$ cat src/rtl/div_arbiter.sv
// div_arbiter: round-robin sequencer that lets N_REQ requesters share one
// unsigned divider.
//
// The arbiter picks a winner from req, latches its operands and starts the
// divider. It then returns the quotient to the winner with a one-cycle ack
// pulse. A zero divisor, or a divider that never answers, is answered locally
// with err=1, so no requester can stall forever.
//
// Ports:
//   clk         clock, rising edge
//   rst         synchronous active-high reset
//   req         per-requester request level
//   a_in, b_in  packed dividends/divisors, requester i at [i*WIDTH +: WIDTH]
//   ack         one-hot, one-cycle completion pulse
//   result      quotient, meaningful while ack is nonzero
//   err         with ack: divide-by-zero or divider timeout
//   busy        high whenever the sequencer is not idle
//   div_init    one-cycle start pulse to the divider
//   div_A/div_B latched operands to the divider
//   div_result  quotient from the divider
//   div_done    divider completion, honoured only while waiting
module div_arbiter #(
  parameter int N_REQ   = 4,
  parameter int WIDTH   = 16,
  parameter int TIMEOUT = 64
) (
  input  logic                   clk,
  input  logic                   rst,
  input  logic [N_REQ-1:0]       req,
  input  logic [N_REQ*WIDTH-1:0] a_in,
  input  logic [N_REQ*WIDTH-1:0] b_in,
  output logic [N_REQ-1:0]       ack,
  output logic [WIDTH-1:0]       result,
  output logic                   err,
  output logic                   busy,
  output logic                   div_init,
  output logic [WIDTH-1:0]       div_A,
  output logic [WIDTH-1:0]       div_B,
  input  logic [WIDTH-1:0]       div_result,
  input  logic                   div_done
);

  localparam int PTR_W = (N_REQ > 1) ? $clog2(N_REQ) : 1;
  localparam int CNT_W = $clog2(TIMEOUT) + 1;

  localparam logic [CNT_W-1:0] CNT_LAST = CNT_W'(TIMEOUT - 1);
  localparam logic [PTR_W-1:0] ID_LAST  = PTR_W'(N_REQ - 1);
  localparam logic [N_REQ-1:0] ONE_HOT0 = {{(N_REQ-1){1'b0}}, 1'b1};

  localparam logic [1:0] IDLE  = 2'd0;
  localparam logic [1:0] ISSUE = 2'd1;
  localparam logic [1:0] WAIT  = 2'd2;
  localparam logic [1:0] RESP  = 2'd3;

  logic [1:0]       state;
  logic [PTR_W-1:0] rr_ptr;
  logic [PTR_W-1:0] id;
  logic [CNT_W-1:0] cnt;

  logic             grant_vld;
  logic [PTR_W-1:0] grant_id;
  logic [PTR_W-1:0] grant_next;
  logic [WIDTH-1:0] a_sel;
  logic [WIDTH-1:0] b_sel;
  int               idx;

  // Round-robin search: first set request bit at or above rr_ptr, wrapping.
  always_comb begin
    grant_vld = 1'b0;
    grant_id  = '0;
    idx       = 0;
    for (int k = 0; k < N_REQ; k++) begin
      idx = int'(rr_ptr) + k;
      if (idx >= N_REQ) idx = idx - N_REQ;
      if (!grant_vld && req[PTR_W'(idx)]) begin
        grant_vld = 1'b1;
        grant_id  = PTR_W'(idx);
      end
    end
  end

  always_comb begin
    a_sel      = a_in[grant_id*WIDTH +: WIDTH];
    b_sel      = b_in[grant_id*WIDTH +: WIDTH];
    grant_next = (grant_id == ID_LAST) ? '0 : grant_id + 1'b1;
  end

  assign busy = (state != IDLE);

  always_ff @(posedge clk) begin
    if (rst) begin
      state    <= IDLE;
      rr_ptr   <= '0;
      id       <= '0;
      cnt      <= '0;
      ack      <= '0;
      result   <= '0;
      err      <= 1'b0;
      div_init <= 1'b0;
      div_A    <= '0;
      div_B    <= '0;
    end else begin
      ack <= '0;
      case (state)
        IDLE: begin
          if (grant_vld) begin
            id     <= grant_id;
            rr_ptr <= grant_next;
            div_A  <= a_sel;
            div_B  <= b_sel;
            // The start pulse is raised on entry to ISSUE so it is high for
            // exactly the ISSUE cycle; a zero divisor never starts the divider.
            div_init <= (b_sel != '0);
            state    <= ISSUE;
          end
        end

        ISSUE: begin
          div_init <= 1'b0;
          cnt      <= '0;
          if (div_B == '0) begin
            result <= '1;
            err    <= 1'b1;
            ack    <= ONE_HOT0 << id;
            state  <= RESP;
          end else begin
            state <= WAIT;
          end
        end

        WAIT: begin
          cnt <= cnt + 1'b1;
          // div_done takes priority over a timeout landing in the same cycle.
          if (div_done) begin
            result <= div_result;
            err    <= 1'b0;
            ack    <= ONE_HOT0 << id;
            state  <= RESP;
          end else if (cnt == CNT_LAST) begin
            result <= '0;
            err    <= 1'b1;
            ack    <= ONE_HOT0 << id;
            state  <= RESP;
          end
        end

        RESP: begin
          state <= IDLE;
        end

        default: begin
          state <= IDLE;
        end
      endcase
    end
  end

endmodule

$ cat config.mk
export PLATFORM = sky130hd
export DESIGN_NAME = div_arbiter
export DESIGN_NICKNAME = d
export VERILOG_FILES = /design/src/rtl/div_arbiter.sv
export SDC_FILE = /design/constraint.sdc
export NUM_CORES = 1
export LEC_CHECK = 0
export BUFFER_PORTS_ARGS = -buffer_cell sky130_fd_sc_hd__buf_4
export CAP_MARGIN = 25
export CORE_MARGIN = 3
export CORE_UTILIZATION = 45
export CTS_BUF_LIST = sky130_fd_sc_hd__clkbuf_4 sky130_fd_sc_hd__clkbuf_8
export CTS_CLUSTER_DIAMETER = 80
export DETAILED_ROUTE_END_ITERATION = 12
export PLACE_DENSITY = 0.8
export REMOVE_ABC_BUFFERS = 1
export SLEW_MARGIN = 5
export SYNTH_ARGS = -nofsm -noshare
export SYNTH_HDL_FRONTEND = slang
export SYNTH_SLANG_ARGS = --single-unit
$ cat constraint.sdc
create_clock -name clk -period 3.3 [get_ports clk]
set_clock_uncertainty 0.05 [all_clocks]
set_input_delay 0.66 -clock clk [delete_from_list [all_inputs] [get_ports clk]]
set_output_delay 0.66 -clock clk [all_outputs]
set_load 0.05 [all_outputs]
==> Yosys cells after proc, flatten, opt, wreduce, memory -nomap -nowiden <==
Index checks and enable logic that the tools add are counted.
{ "word_totals": {"ff_bits": 67} }
{ "op_classes": {"n_mux": 45, "addsub": 9, "n_reduce_logical": 16, "magnitude_cmp": 8, "n_shift": 3, "n_eq_ne": 8} }
{ "op_table": {"columns": ["operator", "count"], "rows": [
  ["indexed part select 64 x 7 -> 16 bit", 2],
  ["two-way mux 16 bit", 3],
  ["case mux 16 bit (2 select lines)", 1],
  ["two-way mux 2 bit", 12],
  ["two-way mux 1 bit", 17],
  ["zero test 16 bit", 1],
  ["< comparator 2 x 4 -> 1 bit (second input constant)", 4],
  ["nonzero test 16 bit", 1],
  ["case mux 7 bit (2 select lines)", 1],
  ["two-way mux 4 bit", 3],
  ["greater-or-equal comparator 3 bit (second input constant)", 3],
  ["binary-select mux 1 bit (select 2 bit)", 4],
  ["case mux 2 bit (4 select lines)", 1],
  ["case mux 4 bit (2 select lines)", 1],
  ["subtractor 2 x 1 -> 2 bit (second input constant)", 4],
  ["adder 7 x 1 -> 7 bit (second input constant)", 1],
  ["== test 7 x 6 -> 1 bit (second input constant)", 1],
  ["adder 2 x 2 -> 3 bit (second input constant)", 2],
  ["== test 2 bit (second input constant)", 3],
  ["AND reduction 2 bit", 3],
  ["nonzero test 2 bit", 3],
  ["inequality test 2 bit (second input constant)", 2],
  ["case mux 1 bit (2 select lines)", 2],
  ["<< shifter 1 x 2 -> 4 bit (first input constant)", 1],
  ["9 further kinds", 13]
]} }

==> Logic depth before layout (Yosys ltp) <==
Gate-level depths: netlist of run 1.
{ "depth": {"ltp_word": 19, "depth_mapped": 10} }

==> Worst setup path after synthesis of run 1 <==
Ideal clock, no wire load.
{ "synth_path": {"path_type": "input to register", "from": "in req[0]", "to": "reg div_init", "required_ps": 3133, "slack_ps": 594, "arrival_time_ps": 2539, "stages": 9, "setup_ps": 117, "cell_sequence": "a21oi_1 -> o21a_1 -> o22a_1 -> clkbuf_1 -> clkbuf_1 -> mux4_2 -> nor4_1 -> nand4_1 -> a32o_1"} }
{ "synth_via": {"elab_chain_cells": 17} }
{ "synth_lines": {"columns": ["element", "line_no", "source"], "rows": [
  ["start: declaration", "29", "input logic [N_REQ-1:0] req,"],
  ["binary-select mux 1 bit (select 2 bit)", "75", "if (!grant_vld && req[PTR_W'(idx)]) begin"],
  ["two-way mux 1 bit (not written as such) (2 in a row)", "75", null],
  ["two-way mux 1 bit", "75", null],
  ["zero test 1 bit", "75", null],
  ["logical AND 1 bit", "75", null],
  ["two-way mux 1 bit", "75", null],
  ["zero test 1 bit", "75", null],
  ["logical AND 1 bit", "75", null],
  ["two-way mux 1 bit", "75", null],
  ["zero test 1 bit", "75", null],
  ["logical AND 1 bit", "75", null],
  ["two-way mux 2 bit", "75", null],
  ["indexed part select 64 x 7 -> 16 bit", "84", "b_sel = b_in[grant_id*WIDTH +: WIDTH];"],
  ["nonzero test 16 bit", "113", "div_init <= (b_sel != '0);"],
  ["two-way mux 1 bit", "106", "if (grant_vld) begin"],
  ["case mux 1 bit (2 select lines)", "104", "case (state)"],
  ["end signal: assignment", "113", null],
  ["end: declaration", "36", "output logic div_init,"]
]} }
Several ways; a longest one is shown, not always the timed one. The select of a mux whose other input is x is not followed.
A chain may end at the register's enable or synchronous reset.

==> Worst setup path after layout of run 1 <==
{ "layout_path": {"from": "reg rr_ptr[1]", "to": "reg div_init"} }
{ "layout_via": {"elab_chain_cells": 19} }
{ "layout_lines": {"columns": ["element", "line_no", "source"], "rows": [
  ["start: declaration", "56", "logic [PTR_W-1:0] rr_ptr;"],
  ["start signal: assignment", "108", "rr_ptr <= grant_next;"],
  ["branches (longest 19 deep; another with adder 2 x 1 -> 3 bit)", null, null]
]} }
Several ways; the timed one is not identified. The select of a mux whose other input is x is not followed.

==> results of run 1 <==
[per-stage QoR]
step | hold WS [ns] | cell area [sq um] | instances | util
floorplan | 0.382 | 3330 | 425 | -
global placement | 0.388 | 5080 | 740 | 0.690
detailed placement | 0.398 | 5080 | 740 | 0.690
CTS | 0.408 | 5280 | 756 | 0.716
global route | 0.421 | 5280 | 756 | 0.716
finish | 0.407 | 5280 | 756 | 0.716
[cells by family after synthesis]
family	share of synthesized area
AOI/OAI and AO/OA	0.115
xor gates and xnor gates	0.0126
adders and majority gates	0.0144
buffers and inverters	0.0473
DFF	0.387
muxes	0.110
and+or+nand+nor	0.314
[critical path, stage by stage (launching register included)]
cell	delay [ns]
dfxtp_1	0.45
mux2i_1	0.11
o22ai_1	0.27
or2_2	0.49
mux4_2	0.58
nor4_1	0.45
nand4_1	0.15
a32o_1	0.21
[metal layers]
| metal | vias up | GRT usage | part of all wire |
|---|---|---|---|
| li1 | 1974 | - | - |
| met1 | 1824 | 0.296 | 0.36 |
| met2 | 201 | 0.473 | 0.50 |
| met3 | 39 | 0.0801 | 0.092 |
| met4 | 0 | 0.153 | 0.045 |
| met5 | - | 0 | 0 |
[state kept, by name (all words and copies together), names as in the netlist]
name,flops
div_B,16
result,16
state,2
err,1
div_A,16
div_init,1
rr_ptr,2
ack,4
cnt,7
id,2
[synth_stat cells, drive strengths merged (3+ instances only)]
library cell	instances
nand2b	5
o21ai	4
ha	4
nand3	50
nand4	5
nor3	19
mux4	16
nand2	128
nor4	6
a21oi	59
xor2	3
dfxtp	67
clkbuf	28
buf	5
nor2	28
inv	8
[final cells by class]
type / count / area, sq um / area share
multi-input cells: 350 / 1970 / 0.372
repair buffers: 216 / 1620 / 0.307
flip-flops and latches: 67 / 1340 / 0.254
clock buffers: 11 / 145 / 0.0275
well taps: 99 / 124 / 0.0235
clock inverters: 5 / 52.6 / 0.00995
inverters: 8 / 30.0 / 0.00569
[worst max-delay path by stage]
stage | endpoint | cells past startpoint | from
6_report | div_init | 7 | rr_ptr[1]
4_1_cts | div_init | 7 | rr_ptr[1]
3_5_place_dp | div_init | 8 | req[0]
2_1_floorplan | div_init | 7 | req[2]
3_3_place_gp | div_init | 8 | req[0]
5_1_grt | div_init | 7 | rr_ptr[1]
[where the power goes]
| part | internal, uW | switching [uW] |
|---|---|---|
| clock network | 374 | 311 |
| logic | 1070 | 2050 |
| registers | 1110 | 203 |
==> impl_metrics.env, run 1 <==
export IMPL_cts_buffer_depth=2
export IMPL_grt_max_degree=58
export IMPL_synth_edff_count=0
export IMPL_timing_rr_end="div_init"
export IMPL_worstSkewPairLatency_ns=0.33
export IMPL_cts_root_buffer="clkbuf_8"
export IMPL_first_pass_iters=5
export IMPL_first_global_vias=3885
export IMPL_port_buffer_count=205
export IMPL_power_density_nw_per_um2=969
export IMPL_final_nets=807
export IMPL_hold_depth=2
export IMPL_period_share=0.872
export IMPL_place_congestion=0.881
export IMPL_ys_ff_latch=67
export IMPL_fp_dieArea_sq_um=8790
export IMPL_layout_common_cells="216 x buf_4, 128 x nand2_1, 67 x dfxtp_1"
export IMPL_track_usage=0.273
export IMPL_cts_sinks=67
export IMPL_final_setup_viol_count=0
export IMPL_io_pins=206
export IMPL_post_cts_buffers=0
export IMPL_critPathLaunchType="register"
export IMPL_final_antenna_net_count=0
export IMPL_ys_flop_type="dfxtp_1"
export IMPL_syn_mean_instance_area_sq_um=7.57
export IMPL_reg2reg_depth=7
export IMPL_tns_ns=0
export IMPL_tightestPinTransition_ns=0.594
export IMPL_max_slew_margin=0.604
export IMPL_core_sq_um=7370
export IMPL_antenna_cells=0
export IMPL_hold_violations=0
export IMPL_min_from="cnt[6]"
export IMPL_drtIter0Drc=166
export IMPL_syn_inst=458
export IMPL_rows=31
export IMPL_fp_dieH_microns=93.8
export IMPL_worstSetupPathType="reg -> reg"
export IMPL_peakVddDrop_mv=0.390
export IMPL_hold_path_class="reg -> reg"
export IMPL_async_reset_ff_frac=0
export IMPL_leakage_uw=0.00245
export IMPL_wire_per_inst_microns=16.0
export IMPL_cp_max_fo=15
export IMPL_r2r_slack_ns=0.42
export IMPL_routed_wl_mm=12.1
export IMPL_drc_errors=0
export IMPL_status="complete, no violations"
export IMPL_dr_total_vias=4038
export IMPL_antenna_found_initial=0
export IMPL_maxSlewViolCount=0
export IMPL_ctsResizeCount=0
export IMPL_yosysTopAreaCellShare=0.387
export IMPL_cts_tree="done"
export IMPL_layout_drive_gt1_share=0.382
export IMPL_cts_reportedPaths_clkPinSlew_ns=0.07
export IMPL_viasPerCell=5.34
export IMPL_drv_cap=0
export IMPL_clock_fmax_mhz=348
export IMPL_layout_commonest_cell="buf_4"
export IMPL_arrival_ns=3.05
export IMPL_seq_area_frac_synth=0.387
export IMPL_htreeDepth=3
export IMPL_dp_slack_ns=0.170
export IMPL_fin_crit_ns=2.88
export IMPL_area_delta_synth_final_pct=52.3
export IMPL_yosys_warnings=0
export IMPL_grt_pass1_wl_mm=18.6
export IMPL_setup_ws_ns=0.424
export IMPL_hpwl_mm=9.66
export IMPL_end_kind="register"
export IMPL_cp_required_ns=3.48
export IMPL_yosys_area_top_type="dfxtp_1"
export IMPL_cts_buffers=9
export IMPL_min_to="cnt[6]"
export IMPL_postCtsHoldBufs=0
export IMPL_die_x_microns=93.8
export IMPL_p_total_uw=5120
export IMPL_ys_top_cells_by_area="dfxtp_1 39%, nand2_1 14%, mux4_2 10%, a21oi_1 8.5%, nand3_1 7.2%"
export IMPL_synth_area_sq_um=3470
export IMPL_rsz0062_at_grt="no"
export IMPL_grt_overflow=0
export IMPL_synth_cell_types=36
export IMPL_start_util=0.470
export IMPL_r2r_start="rr_ptr[1]"
export IMPL_fillers=635
No activity file was read; power rests on OpenSTA's default activity.
==> run 2, diff against run 1 <==
--- a/config.mk
+++ b/config.mk
@@ -7,12 +7,11 @@
 export LEC_CHECK = 0
 export BUFFER_PORTS_ARGS = -buffer_cell sky130_fd_sc_hd__buf_4
 export CAP_MARGIN = 25
-export CORE_MARGIN = 3
-export CORE_UTILIZATION = 45
+export CORE_UTILIZATION = 49
 export CTS_BUF_LIST = sky130_fd_sc_hd__clkbuf_4 sky130_fd_sc_hd__clkbuf_8
 export CTS_CLUSTER_DIAMETER = 80
 export DETAILED_ROUTE_END_ITERATION = 12
-export PLACE_DENSITY = 0.8
+export PLACE_DENSITY = 0.86
 export REMOVE_ABC_BUFFERS = 1
 export SLEW_MARGIN = 5
 export SYNTH_ARGS = -nofsm -noshare
==> constraint.sdc (replaced) <==
create_clock -name clk -period 3.6 [get_ports clk]
set_clock_uncertainty 0.05 [all_clocks]
set_input_delay 0.72 -clock clk [delete_from_list [all_inputs] [get_ports clk]]
set_output_delay 0.72 -clock clk [all_outputs]
set_load 0.05 [all_outputs]
==> run 2 against run 1 <==
  * Sequential cell count is the same
  * Combinational power shrank 8.7%
  * Cell count shrank 0.79%
  * Count of clock-buffer cells in the layout shrank 1
  * Total power shrank 8.6%
  * First-iteration DRC count grew 30%
  * Critical path type unchanged
  * Largest cell class unchanged
==> impl_metrics.env, run 2 (same netlist as run 1, synthesis figures left out) <==
export IMPL_end_kind="register"
export IMPL_drc_errors=0
export IMPL_core_sq_um=6830
export IMPL_worstSetupPathType="reg -> reg"
export IMPL_cp_max_fo=18
export IMPL_fp_dieH_microns=86.1
export IMPL_rsz0062_at_grt="no"
export IMPL_cts_tree="done"
export IMPL_reg_top3="div_A x16, div_B x16, result x16"
export IMPL_port_buffer_count=205
export IMPL_fin_crit_ns=2.89
export IMPL_rows=30
export IMPL_hold_violations=0
export IMPL_fp_dieArea_sq_um=7410
export IMPL_final_antenna_net_count=0
export IMPL_grt_pass1_wl_mm=18.1
export IMPL_hold_path_class="reg -> reg"
export IMPL_arrival_ns=3.06
export IMPL_hpwl_mm=8.99
export IMPL_final_setup_viol_count=0
export IMPL_track_usage=0.314
export IMPL_htreeDepth=3
export IMPL_worstSkewPairLatency_ns=0.33
export IMPL_tightestPinTransition_ns=0.606
export IMPL_final_nets=804
export IMPL_ctsResizeCount=0
export IMPL_first_global_vias=3858
export IMPL_layout_commonest_cell="buf_4"
export IMPL_start_util=0.507
export IMPL_dr_total_vias=4060
export IMPL_post_cts_buffers=0
export IMPL_drtIter0Drc=216
export IMPL_layout_common_cells="213 x buf_4, 128 x nand2_1, 67 x dfxtp_1"
export IMPL_dp_slack_ns=0.365
export IMPL_period_share=0.802
export IMPL_viasPerCell=5.41
export IMPL_drv_cap=0
export IMPL_max_slew_margin=0.592
export IMPL_die_x_microns=86.1
export IMPL_antenna_cells=0
export IMPL_fillers=544
export IMPL_first_pass_iters=5
export IMPL_clock_fmax_mhz=346
export IMPL_peakVddDrop_mv=0.363
export IMPL_postCtsHoldBufs=0
export IMPL_routed_wl_mm=11.6
export IMPL_tns_ns=0
export IMPL_antenna_found_initial=0
export IMPL_power_density_nw_per_um2=890
export IMPL_place_congestion=0.924
export IMPL_cts_buffers=9
export IMPL_maxSlewViolCount=0
export IMPL_wire_per_inst_microns=15.4
export IMPL_grt_overflow=0
export IMPL_leakage_uw=0.00243
export IMPL_io_pins=206
export IMPL_setup_ws_ns=0.713
export IMPL_grt_max_degree=58
export IMPL_critPathLaunchType="register"
export IMPL_cp_required_ns=3.78
export IMPL_cts_sinks=67
export IMPL_cts_reportedPaths_clkPinSlew_ns=0.07
export IMPL_cts_buffer_depth=2
export IMPL_status="complete, no violations"
export IMPL_cts_root_buffer="clkbuf_8"
export IMPL_layout_drive_gt1_share=0.379
export IMPL_area_delta_synth_final_pct=51.7
[run 2: cell types whose count changed in the layout (fill, tap and decap cells not counted), sizes merged]
cell / previous run / this run
buf: 216 / 213
clkbuf: 11 / 10
clkinv: 3 / 4
[run 2: power by group]
| group | switching (uW) | internal [uW] |
|---|---|---|
| logic | 1880 | 967 |
| clock network | 293 | 339 |
| registers | 179 | 1020 |
[run 2: final timing paths]
kind | from | to | slack, ns | cells after the start
worst max-delay path | rr_ptr[1] | div_init | 0.71 | 7
worst min-delay path | div_A[8] | div_A[8] | 0.41 | 2
worst min register to register | div_A[8] | div_A[8] | 0.41 | 2
worst max register to register | rr_ptr[1] | div_init | 0.71 | 7
[run 2: final cells by class]
| class | instances | area [sq um] | share of cell area |
|---|---|---|---|
| Sequential cell | 67 | 1340 | 0.255 |
| Timing Repair Buffer | 213 | 1600 | 0.304 |
| Tap cell | 96 | 120 | 0.0228 |
| Clock buffer | 10 | 138 | 0.0262 |
| Inverter | 8 | 30.0 | 0.00571 |
| Clock inverter | 6 | 65.1 | 0.0124 |
| Multi-Input combinational cell | 350 | 1970 | 0.374 |
[run 2: layer usage]
layer,wire (microns),global-route usage,vias to the layer above
met5,0,0,-
met4,436,0.148,0
met3,844,0.0770,34
met2,5940,0.568,203
met1,4330,0.344,1855
li1,-,-,1968
[run 2: critical path: stages, from the launching register on]
cell,delay (ns)
dfxtp_1,0.46
mux2i_1,0.11
o22ai_1,0.27
or2_2,0.54
mux4_2,0.59
nor4_1,0.38
nand4_1,0.15
a32o_1,0.23
[run 2: through the flow]
step	cell area, sq um	hold WS (ns)	power (uW)	std cells	utilization
2_1_floorplan	3330	0.382	3140	425	-
3_3_place_gp	5060	0.387	3970	734	0.740
3_5_place_dp	5060	0.398	4040	734	0.740
4_1_cts	5260	0.408	4690	750	0.770
5_1_grt	5260	0.436	4960	750	0.770
6_report	5260	0.406	4680	750	0.770
